**config.mk**
```make
export PLATFORM = sky130hd
export DESIGN_NAME = jb_ul_dfe_cfg_commit
export DESIGN_NICKNAME = d
export VERILOG_FILES = /design/src/rtl/jb_ul_dfe_cfg_commit.sv
export SDC_FILE = /design/constraint.sdc
export NUM_CORES = 2
export LEC_CHECK = 0
export BUFFER_PORTS_ARGS = -buffer_cell sky130_fd_sc_hd__buf_2
export CORE_MARGIN = 2
export CORE_UTILIZATION = 58
export CTS_BUF_LIST = sky130_fd_sc_hd__clkbuf_8 sky130_fd_sc_hd__clkbuf_16
export CTS_CLUSTER_SIZE = 10
export DETAILED_ROUTE_END_ITERATION = 8
export GPL_TIMING_DRIVEN = 0
export MAX_ROUTING_LAYER = met4
export PLACE_DENSITY = 0.92
export SYNTH_ARGS = -nofsm -noshare
export SYNTH_HDL_FRONTEND = slang
export SYNTH_SLANG_ARGS = --single-unit
```
**constraint.sdc**
```tcl
create_clock -name clk -period 54.1 [get_ports clk]
set_clock_uncertainty 0.1 [all_clocks]
set_input_delay 10.82 -clock clk [delete_from_list [all_inputs] [get_ports clk]]
set_output_delay 10.82 -clock clk [all_outputs]
set_load 0.1 [all_outputs]
```
**src/rtl/jb_ul_dfe_cfg_commit.sv**
```systemverilog
`default_nettype none
// ============================================================================
// Module   : jb_ul_dfe_cfg_commit
// Brief    : UL DFE shadow/active control bank; armed commits land on frame sync.
//            Optional macro JB_UL_DFE_CFG_IMMEDIATE_EN adds commit_imm_i.
// Revision : 1.0
// ============================================================================
module jb_ul_dfe_cfg_commit #(
  parameter int NUM_CAR     = 2,
  parameter int NUM_ANT     = 4,
  parameter int TIMEOUT_CYC = 0,
  parameter int TO_W        = 24
) (
  input  logic                          clk,
  input  logic                          rst,
  input  logic                          wr_en_i,
  input  logic [7:0]                    wr_addr_i,
  input  logic [31:0]                   wr_data_i,
  input  logic                          rd_en_i,
  input  logic [7:0]                    rd_addr_i,
  output logic [31:0]                   rd_data_o,
  input  logic                          commit_req_i,
`ifdef JB_UL_DFE_CFG_IMMEDIATE_EN
  input  logic                          commit_imm_i,
`endif
  input  logic                          sync_pulse_i,
  output logic                          busy_o,
  output logic                          commit_done_o,
  output logic                          timeout_err_o,
  output logic                          ul_ant_int_frac_delay_trig_o,
  output logic [NUM_CAR*32-1:0]         ul_car_nco_lsb_o,
  output logic [NUM_CAR*8-1:0]          ul_car_nco_msb_o,
  output logic [NUM_CAR-1:0]            ul_car_nco_sign_o,
  output logic [NUM_CAR*NUM_ANT-1:0]    ul_stream_gain_scaler_sign_o,
  output logic [NUM_CAR*NUM_ANT*4-1:0]  ul_stream_gain_scaler_o,
  output logic [NUM_CAR*NUM_ANT*16-1:0] ul_stream_gain_fraction_o,
  output logic [NUM_ANT-1:0]            ul_ant_gain_scaler_sign_o,
  output logic [NUM_ANT*4-1:0]          ul_ant_gain_scaler_o,
  output logic [NUM_ANT*16-1:0]         ul_ant_gain_fraction_o,
  output logic [NUM_CAR*NUM_ANT*7-1:0]  ul_int_delay_o,
  output logic [NUM_CAR*NUM_ANT*16-1:0] ul_frac_delay_o
);

  localparam int            c_nca     = NUM_CAR * NUM_ANT;
  localparam logic          c_to_en   = (TIMEOUT_CYC > 0);
  localparam logic [TO_W-1:0] c_to_last = TO_W'((TIMEOUT_CYC > 0) ? TIMEOUT_CYC - 1 : 0);

  typedef enum logic [0:0] {
    ST_IDLE  = 1'b0,
    ST_ARMED = 1'b1
  } state_e;

  state_e            state_q, state_d;
  logic [TO_W-1:0]   cnt_q, cnt_d;
  logic              terr_q, terr_d;
  logic              done_q, apply_d;
  logic [31:0]       rd_data_q, rd_word;
  logic              imm;

  logic [NUM_CAR*32-1:0] sh_lsb_q, ac_lsb_q;
  logic [NUM_CAR*8-1:0]  sh_msb_q, ac_msb_q;
  logic [NUM_CAR-1:0]    sh_nsg_q, ac_nsg_q;
  logic [c_nca-1:0]      sh_sgs_q, ac_sgs_q;
  logic [c_nca*4-1:0]    sh_sgm_q, ac_sgm_q;
  logic [c_nca*16-1:0]   sh_sgf_q, ac_sgf_q;
  logic [NUM_ANT-1:0]    sh_ags_q, ac_ags_q;
  logic [NUM_ANT*4-1:0]  sh_agm_q, ac_agm_q;
  logic [NUM_ANT*16-1:0] sh_agf_q, ac_agf_q;
  logic [c_nca*7-1:0]    sh_dint_q, ac_dint_q;
  logic [c_nca*16-1:0]   sh_dfr_q, ac_dfr_q;

  // Address legality: NCO uses addr[4:1] as carrier with addr[5] unused;
  // antenna gain leaves addr[5:3] unused.
  function automatic logic addr_ok(input logic [7:0] a);
    logic car_nco, car_ok, ant_ok;
    car_nco = 32'(a[4:1]) < 32'(NUM_CAR);
    car_ok  = 32'(a[5:3]) < 32'(NUM_CAR);
    ant_ok  = 32'(a[2:0]) < 32'(NUM_ANT);
    case (a[7:6])
      2'b00:   return !a[5] && car_nco;
      2'b10:   return (a[5:3] == 3'd0) && ant_ok;
      default: return car_ok && ant_ok;
    endcase
  endfunction

  function automatic int car_of(input logic [7:0] a);
    return (a[7:6] == 2'b00) ? 32'(a[4:1]) : 32'(a[5:3]);
  endfunction

  logic wr_ok, rd_ok;
  int   wr_car, wr_ant, wr_idx, rd_car, rd_ant, rd_idx;

  assign wr_ok  = wr_en_i && addr_ok(wr_addr_i);
  assign wr_car = car_of(wr_addr_i);
  assign wr_ant = 32'(wr_addr_i[2:0]);
  assign wr_idx = wr_car * NUM_ANT + wr_ant;
  assign rd_ok  = addr_ok(rd_addr_i);
  assign rd_car = car_of(rd_addr_i);
  assign rd_ant = 32'(rd_addr_i[2:0]);
  assign rd_idx = rd_car * NUM_ANT + rd_ant;

`ifdef JB_UL_DFE_CFG_IMMEDIATE_EN
  assign imm = commit_imm_i;
`else
  assign imm = 1'b0;
`endif

  always_ff @(posedge clk or posedge rst) begin
    if (rst) begin
      state_q   <= ST_IDLE;
      cnt_q     <= '0;
      terr_q    <= 1'b0;
      done_q    <= 1'b0;
      rd_data_q <= '0;
    end else begin
      state_q   <= state_d;
      cnt_q     <= cnt_d;
      terr_q    <= terr_d;
      done_q    <= apply_d;
      rd_data_q <= rd_en_i ? rd_word : 32'd0;
    end
  end

  // Sync beats a coincident timeout; requests while armed are dropped.
  always_comb begin
    state_d = state_q;
    cnt_d   = cnt_q;
    terr_d  = terr_q;
    apply_d = 1'b0;
    case (state_q)
      ST_IDLE: begin
        if (commit_req_i) begin
          terr_d = 1'b0;
          cnt_d  = '0;
          if (imm) apply_d = 1'b1;
          else     state_d = ST_ARMED;
        end
      end
      ST_ARMED: begin
        if (sync_pulse_i) begin
          apply_d = 1'b1;
          state_d = ST_IDLE;
        end else if (c_to_en && (cnt_q == c_to_last)) begin
          terr_d  = 1'b1;
          state_d = ST_IDLE;
        end else if (c_to_en) begin
          cnt_d = cnt_q + 1'b1;
        end
      end
      default: state_d = ST_IDLE;
    endcase
  end

  always_ff @(posedge clk or posedge rst) begin
    if (rst) begin
      sh_lsb_q  <= '0;
      sh_msb_q  <= '0;
      sh_nsg_q  <= '0;
      sh_sgs_q  <= '0;
      sh_sgm_q  <= '0;
      sh_sgf_q  <= '0;
      sh_ags_q  <= '0;
      sh_agm_q  <= '0;
      sh_agf_q  <= '0;
      sh_dint_q <= '0;
      sh_dfr_q  <= '0;
    end else if (wr_ok) begin
      for (int c = 0; c < NUM_CAR; c++) begin
        if (wr_addr_i[7:6] == 2'b00 && wr_car == c) begin
          if (wr_addr_i[0]) begin
            sh_msb_q[c*8 +: 8] <= wr_data_i[7:0];
            sh_nsg_q[c]        <= wr_data_i[8];
          end else begin
            sh_lsb_q[c*32 +: 32] <= wr_data_i;
          end
        end
      end
      for (int i = 0; i < c_nca; i++) begin
        if (wr_addr_i[7:6] == 2'b01 && wr_idx == i) begin
          sh_sgs_q[i]         <= wr_data_i[20];
          sh_sgm_q[i*4 +: 4]  <= wr_data_i[19:16];
          sh_sgf_q[i*16 +: 16] <= wr_data_i[15:0];
        end
        if (wr_addr_i[7:6] == 2'b11 && wr_idx == i) begin
          sh_dint_q[i*7 +: 7]  <= wr_data_i[22:16];
          sh_dfr_q[i*16 +: 16] <= wr_data_i[15:0];
        end
      end
      for (int a = 0; a < NUM_ANT; a++) begin
        if (wr_addr_i[7:6] == 2'b10 && wr_ant == a) begin
          sh_ags_q[a]          <= wr_data_i[20];
          sh_agm_q[a*4 +: 4]   <= wr_data_i[19:16];
          sh_agf_q[a*16 +: 16] <= wr_data_i[15:0];
        end
      end
    end
  end

  // Non-blocking copy means a write in the apply cycle stays in shadow only.
  always_ff @(posedge clk or posedge rst) begin
    if (rst) begin
      ac_lsb_q  <= '0;
      ac_msb_q  <= '0;
      ac_nsg_q  <= '0;
      ac_sgs_q  <= '0;
      ac_sgm_q  <= '0;
      ac_sgf_q  <= '0;
      ac_ags_q  <= '0;
      ac_agm_q  <= '0;
      ac_agf_q  <= '0;
      ac_dint_q <= '0;
      ac_dfr_q  <= '0;
    end else if (apply_d) begin
      ac_lsb_q  <= sh_lsb_q;
      ac_msb_q  <= sh_msb_q;
      ac_nsg_q  <= sh_nsg_q;
      ac_sgs_q  <= sh_sgs_q;
      ac_sgm_q  <= sh_sgm_q;
      ac_sgf_q  <= sh_sgf_q;
      ac_ags_q  <= sh_ags_q;
      ac_agm_q  <= sh_agm_q;
      ac_agf_q  <= sh_agf_q;
      ac_dint_q <= sh_dint_q;
      ac_dfr_q  <= sh_dfr_q;
    end
  end

  always_comb begin
    rd_word = '0;
    if (rd_ok) begin
      for (int c = 0; c < NUM_CAR; c++) begin
        if (rd_addr_i[7:6] == 2'b00 && rd_car == c) begin
          rd_word = rd_addr_i[0] ? {23'd0, sh_nsg_q[c], sh_msb_q[c*8 +: 8]}
                                 : sh_lsb_q[c*32 +: 32];
        end
      end
      for (int i = 0; i < c_nca; i++) begin
        if (rd_addr_i[7:6] == 2'b01 && rd_idx == i)
          rd_word = {11'd0, sh_sgs_q[i], sh_sgm_q[i*4 +: 4], sh_sgf_q[i*16 +: 16]};
        if (rd_addr_i[7:6] == 2'b11 && rd_idx == i)
          rd_word = {9'd0, sh_dint_q[i*7 +: 7], sh_dfr_q[i*16 +: 16]};
      end
      for (int a = 0; a < NUM_ANT; a++) begin
        if (rd_addr_i[7:6] == 2'b10 && rd_ant == a)
          rd_word = {11'd0, sh_ags_q[a], sh_agm_q[a*4 +: 4], sh_agf_q[a*16 +: 16]};
      end
    end
  end

  assign rd_data_o                    = rd_data_q;
  assign busy_o                       = (state_q == ST_ARMED);
  assign commit_done_o                = done_q;
  assign ul_ant_int_frac_delay_trig_o = done_q;
  assign timeout_err_o                = terr_q;
  assign ul_car_nco_lsb_o             = ac_lsb_q;
  assign ul_car_nco_msb_o             = ac_msb_q;
  assign ul_car_nco_sign_o            = ac_nsg_q;
  assign ul_stream_gain_scaler_sign_o = ac_sgs_q;
  assign ul_stream_gain_scaler_o      = ac_sgm_q;
  assign ul_stream_gain_fraction_o    = ac_sgf_q;
  assign ul_ant_gain_scaler_sign_o    = ac_ags_q;
  assign ul_ant_gain_scaler_o         = ac_agm_q;
  assign ul_ant_gain_fraction_o       = ac_agf_q;
  assign ul_int_delay_o               = ac_dint_q;
  assign ul_frac_delay_o              = ac_dfr_q;

endmodule
`default_nettype wire

```
==> impl_results.md <==
- Result of the run: finished with violations
- Failing checks: max-capacitance violations, max-slew violations
- Clock buffers created by TritonCTS: 118
- Slew at the pin closest to its max-slew limit: 1.643 ns
- Number of antenna violations at the first check in global routing: 30
- Global-route wire length before repair: 268200 µm
- Setup repair after global routing missed its margin: no
- Endpoint class of the critical path: flop
- Sum of negative setup slack: 0 ns
- #FFs+latches synth: 1070
- Vias after detailed routing: 39510
- CTS H-tree depth: 3
- Area taken by flip-flops and latches: 0.02678 mm²
- Number of DRC violations after detailed-routing iteration 0: 6160
- Worst R2R Setup Slack: 50.18 ns
- Final Slew Violations: 42
- Clk_lat worst skew: 0.72 ns
- # fillers: 5493
- Maximum capacitance violations: 7
- Crit path launch: rd_addr_i[1]
- Input/output buffers: 602
- Fraction of final layout cells with drive strength greater than 1: 0.2699
- Main synth FF type: sky130_fd_sc_hd__dfrtp_1
- Worst-path maximum fanout: 10
- Syn_area_per_cell: 10.61 µm²
- Data required time of the worst path: 54.53 ns
- Synthesized instance count: 4249
- Cell row count: 102
- Total iterations of the first detailed-routing run: 7
- Library cell with the largest summed area after synthesis: sky130_fd_sc_hd__dfrtp_1
- Post-synth EDFFs: 0
- Net Count, Synth: 4307
- Final wirelength: 191600 µm
- Arrival time at the worst endpoint: 19.66 ns
- Number of setup buffers added after CTS: 0
- Number of antenna-violating nets in the routed design: 0
- GR Layer Usage met2: 0.6753
- Num ports: 608
- Multi-input gate area in the final layout: 0.01713 mm²
- Class of the tightest hold or removal check: reg -> reg
- Clock tree from TritonCTS: done
- Power density over the cells: 34.23 mW/mm²
- Area fraction of the dominant cell type after synthesis: 0.5942
- Aggregate global routing overflow: 0
- Detailed Place HPWL: 141200 µm
- Placeable Area: 0.07721 mm²
- Time the worst path needs with I/O delays and setup: 19.22 ns
- Distinct cell type count after synthesis: 81
- Clk sink count: 1070
- Die Span X: 282.7 µm
- Vias in the first global route: 38140
- Endpoint of the most critical setup path: rd_data_o[17]
- Overall Global Routing Usage: 0.4909
- Kind of start point of the critical path: input pin
- Post-Route Hold Slack: 0.3667 ns
- Via count normalized by instance count: 6.510
- Logic depth of the worst register-to-register path: 7
- Residual DRC: 0
- Worst reg2reg path endpoint: ul_stream_gain_fraction_o[125]
- Largest cells by area after synthesis: sky130_fd_sc_hd__dfrtp_1 59%, sky130_fd_sc_hd__nand2_1 14%, sky130_fd_sc_hd__mux2_2 13%
- Maximum ir drop on the vdd rail: 0.02905 mV
- Worst-path clk slew: 0.05 ns
- Clock Tree Root: sky130_fd_sc_hd__clkbuf_16
- Share of synthesized area occupied by flip-flops and latches: 0.5942
- Tcrit/Tclk final: 0.3553
- Beginning of the worst register-to-register path: busy_o
- Syn. warnings: 0
- Peak clock frequency supported by timing: 52.03 MHz
- Die Height: 282.7 µm
- Final hold violation count: 0
- Static Leakage: 29.30 nW
- Resize count post-CTS: 0
- Largest net degree at the start of global routing: 130
- Routability congestion estimate from global placement: 1.051
- Proportion of synthesized flip-flops having asynchronous set or reset: 1.000
- Post-synthesis cell area: 0.04506 mm²
- Max-slew headroom: -0.09534
- Post-route standard cell area excluding fillers: 0.05291 mm²
- Gr busiest metal: met2
- Setup violation total in the final timing report: 0
- Cell area after placement: 0.04969 mm²
- Worst-case clock buffer depth: 3
- Area enclosed by the die boundary: 0.07994 mm²
- Number of hold buffers added after CTS: 0
- Nets: 5042
- Global-route track usage on met3: 0.1489
- Area growth syn-to-layout: 17.43%
- Starting density of the core: 0.5836
- Met1 layer usage reported by global route: 0.6220
- Routed wire length per instance: 31.57 µm
- Kind of critical path: in -> reg
kinds of logic (layout without fill, tap and decap cells):
logic type | after synthesis | after routing | synth area share
AND/OR/NAND/NOR | 1871 | 1871 | 0.1642
flip-flops | 1070 | 1070 | 0.5942
multiplexers | 599 | 599 | 0.1524
AO/OA/AOI/OAI | 405 | 405 | 0.06195
buffers and inverters | 299 | 1052 | 0.02599
adder cells (fa/ha/maj) | 4 | 4 | 0.001111
other | 1 | 27 | 0.00008322
worst max-delay path, cell delays in order:
cell,delay [ns]
sky130_fd_sc_hd__buf_2,0.18
sky130_fd_sc_hd__buf_1,0.97
sky130_fd_sc_hd__buf_2,0.59
sky130_fd_sc_hd__buf_2,0.47
sky130_fd_sc_hd__buf_2,0.55
sky130_fd_sc_hd__buf_2,0.47
sky130_fd_sc_hd__buf_2,0.52
sky130_fd_sc_hd__mux2_2,0.26
sky130_fd_sc_hd__ha_1,0.18
sky130_fd_sc_hd__ha_1,0.20
sky130_fd_sc_hd__clkbuf_1,0.38
sky130_fd_sc_hd__a21boi_1,0.74
sky130_fd_sc_hd__clkbuf_1,0.56
sky130_fd_sc_hd__a2111oi_1,0.32
sky130_fd_sc_hd__buf_2,0.30
sky130_fd_sc_hd__o32ai_1,0.75
sky130_fd_sc_hd__o311ai_0,0.60
sky130_fd_sc_hd__a211oi_1,0.57
sky130_fd_sc_hd__nor2_1,0.19
layer usage:
metal,vias to the layer above,share of wire
met4,0,0.088
li1,15660,-
met3,833,0.13
met1,19770,0.36
met5,-,0
met2,3241,0.42
cell usage after synthesis, drive strengths merged, types with 8 or more instances:
library cell  count
nor2b            11
clkbuf          232
nor3             23
mux2i            46
a32oi             8
o32ai            11
nand3            29
o211ai           14
o22ai            22
a21o              8
nor2            103
a221o            16
o2111ai           9
nand2          1637
o221ai           17
inv               9
dfrtp          1070
a221oi           24
a31oi             8
buf              56
mux2            537
a21oi           120
a22oi            17
a211oi           13
o21ai            61
mux4             16
nor4             13
worst min path at each step:
stage,to,start,depth (start not counted)
3_5_place_dp,ul_int_delay_o[0],ul_int_delay_o[0],2
6_report,ul_frac_delay_o[20],ul_frac_delay_o[20],2
2_1_floorplan,ul_frac_delay_o[114],sh_dfr_q[114],2
3_3_place_gp,ul_frac_delay_o[32],ul_frac_delay_o[32],2
4_1_cts,ul_int_delay_o[0],ul_int_delay_o[0],2
5_1_grt,ul_int_delay_o[12],ul_int_delay_o[12],2
power breakdown:
part / switching (mW) / total (mW) / internal, mW / leakage [nW]
Clock: 0.319 / 0.709 / 0.391 / 1.58
Sequential: 0.0219 / 0.848 / 0.826 / 14.9
Combinational: 0.215 / 0.254 / 0.0394 / 12.8
Total: 0.555 / 1.81 / 1.26 / 29.3
stage by stage:
stage	setup WS, ns	util	instances	total power, mW
2_1_floorplan	13.06	-	4249	1.030
6_report	34.88	0.6853	6068	1.811
3_3_place_gp	2.921	0.6395	5891	1.103
4_1_cts	35.49	0.6844	6042	1.798
5_1_grt	34.92	0.6851	6063	1.846
3_5_place_dp	34.87	0.6436	5904	1.107
cell type report:
type,count,share of cell area
clock inverters,17,0.002601
diodes,26,0.001230
multi-input cells,2880,0.3238
well taps,1040,0.02459
flip-flops and latches,1070,0.5060
inverters,11,0.0009222
clock buffers,121,0.05701
plain buffers,288,0.02142
repair buffers,615,0.06243
state kept, by name, summed over array words and instances (netlist names), 16 cells and up:
signal	count
sh_sgm_q	32
ul_car_nco_lsb_o	64
ul_frac_delay_o	128
ul_stream_gain_scaler_o	32
ul_int_delay_o	56
sh_agm_q	16
sh_sgf_q	128
sh_dint_q	56
sh_msb_q	16
rd_data_o	32
ul_ant_gain_scaler_o	16
sh_dfr_q	128
sh_agf_q	64
sh_lsb_q	64
ul_ant_gain_fraction_o	64
ul_car_nco_msb_o	16
ul_stream_gain_fraction_o	128
cell usage in the layout, fill, tap and decap left out, types with 11 or more instances in the layout:
| master | instances |
|---|---|
| sky130_fd_sc_hd__o21ai_0 | 58 |
| sky130_fd_sc_hd__o22ai_1 | 22 |
| sky130_fd_sc_hd__inv_1 | 18 |
| sky130_fd_sc_hd__clkbuf_1 | 229 |
| sky130_fd_sc_hd__nor3_1 | 18 |
| sky130_fd_sc_hd__a21oi_1 | 120 |
| sky130_fd_sc_hd__a221o_1 | 16 |
| sky130_fd_sc_hd__mux4_2 | 16 |
| sky130_fd_sc_hd__nand3_1 | 29 |
| sky130_fd_sc_hd__o221ai_1 | 17 |
| sky130_fd_sc_hd__mux2i_1 | 46 |
| sky130_fd_sc_hd__a211oi_1 | 12 |
| sky130_fd_sc_hd__mux2_2 | 537 |
| sky130_fd_sc_hd__a22oi_1 | 17 |
| sky130_fd_sc_hd__diode_2 | 26 |
| sky130_fd_sc_hd__nor2b_1 | 11 |
| sky130_fd_sc_hd__buf_2 | 621 |
| sky130_fd_sc_hd__a221oi_1 | 24 |
| sky130_fd_sc_hd__buf_1 | 33 |
| sky130_fd_sc_hd__dfrtp_1 | 1070 |
| sky130_fd_sc_hd__o32ai_1 | 11 |
| sky130_fd_sc_hd__clkbuf_16 | 120 |
| sky130_fd_sc_hd__nand2_1 | 1637 |
| sky130_fd_sc_hd__nor2_1 | 103 |
| sky130_fd_sc_hd__o211ai_1 | 14 |
No activity file was read; power rests on OpenSTA's default activity.
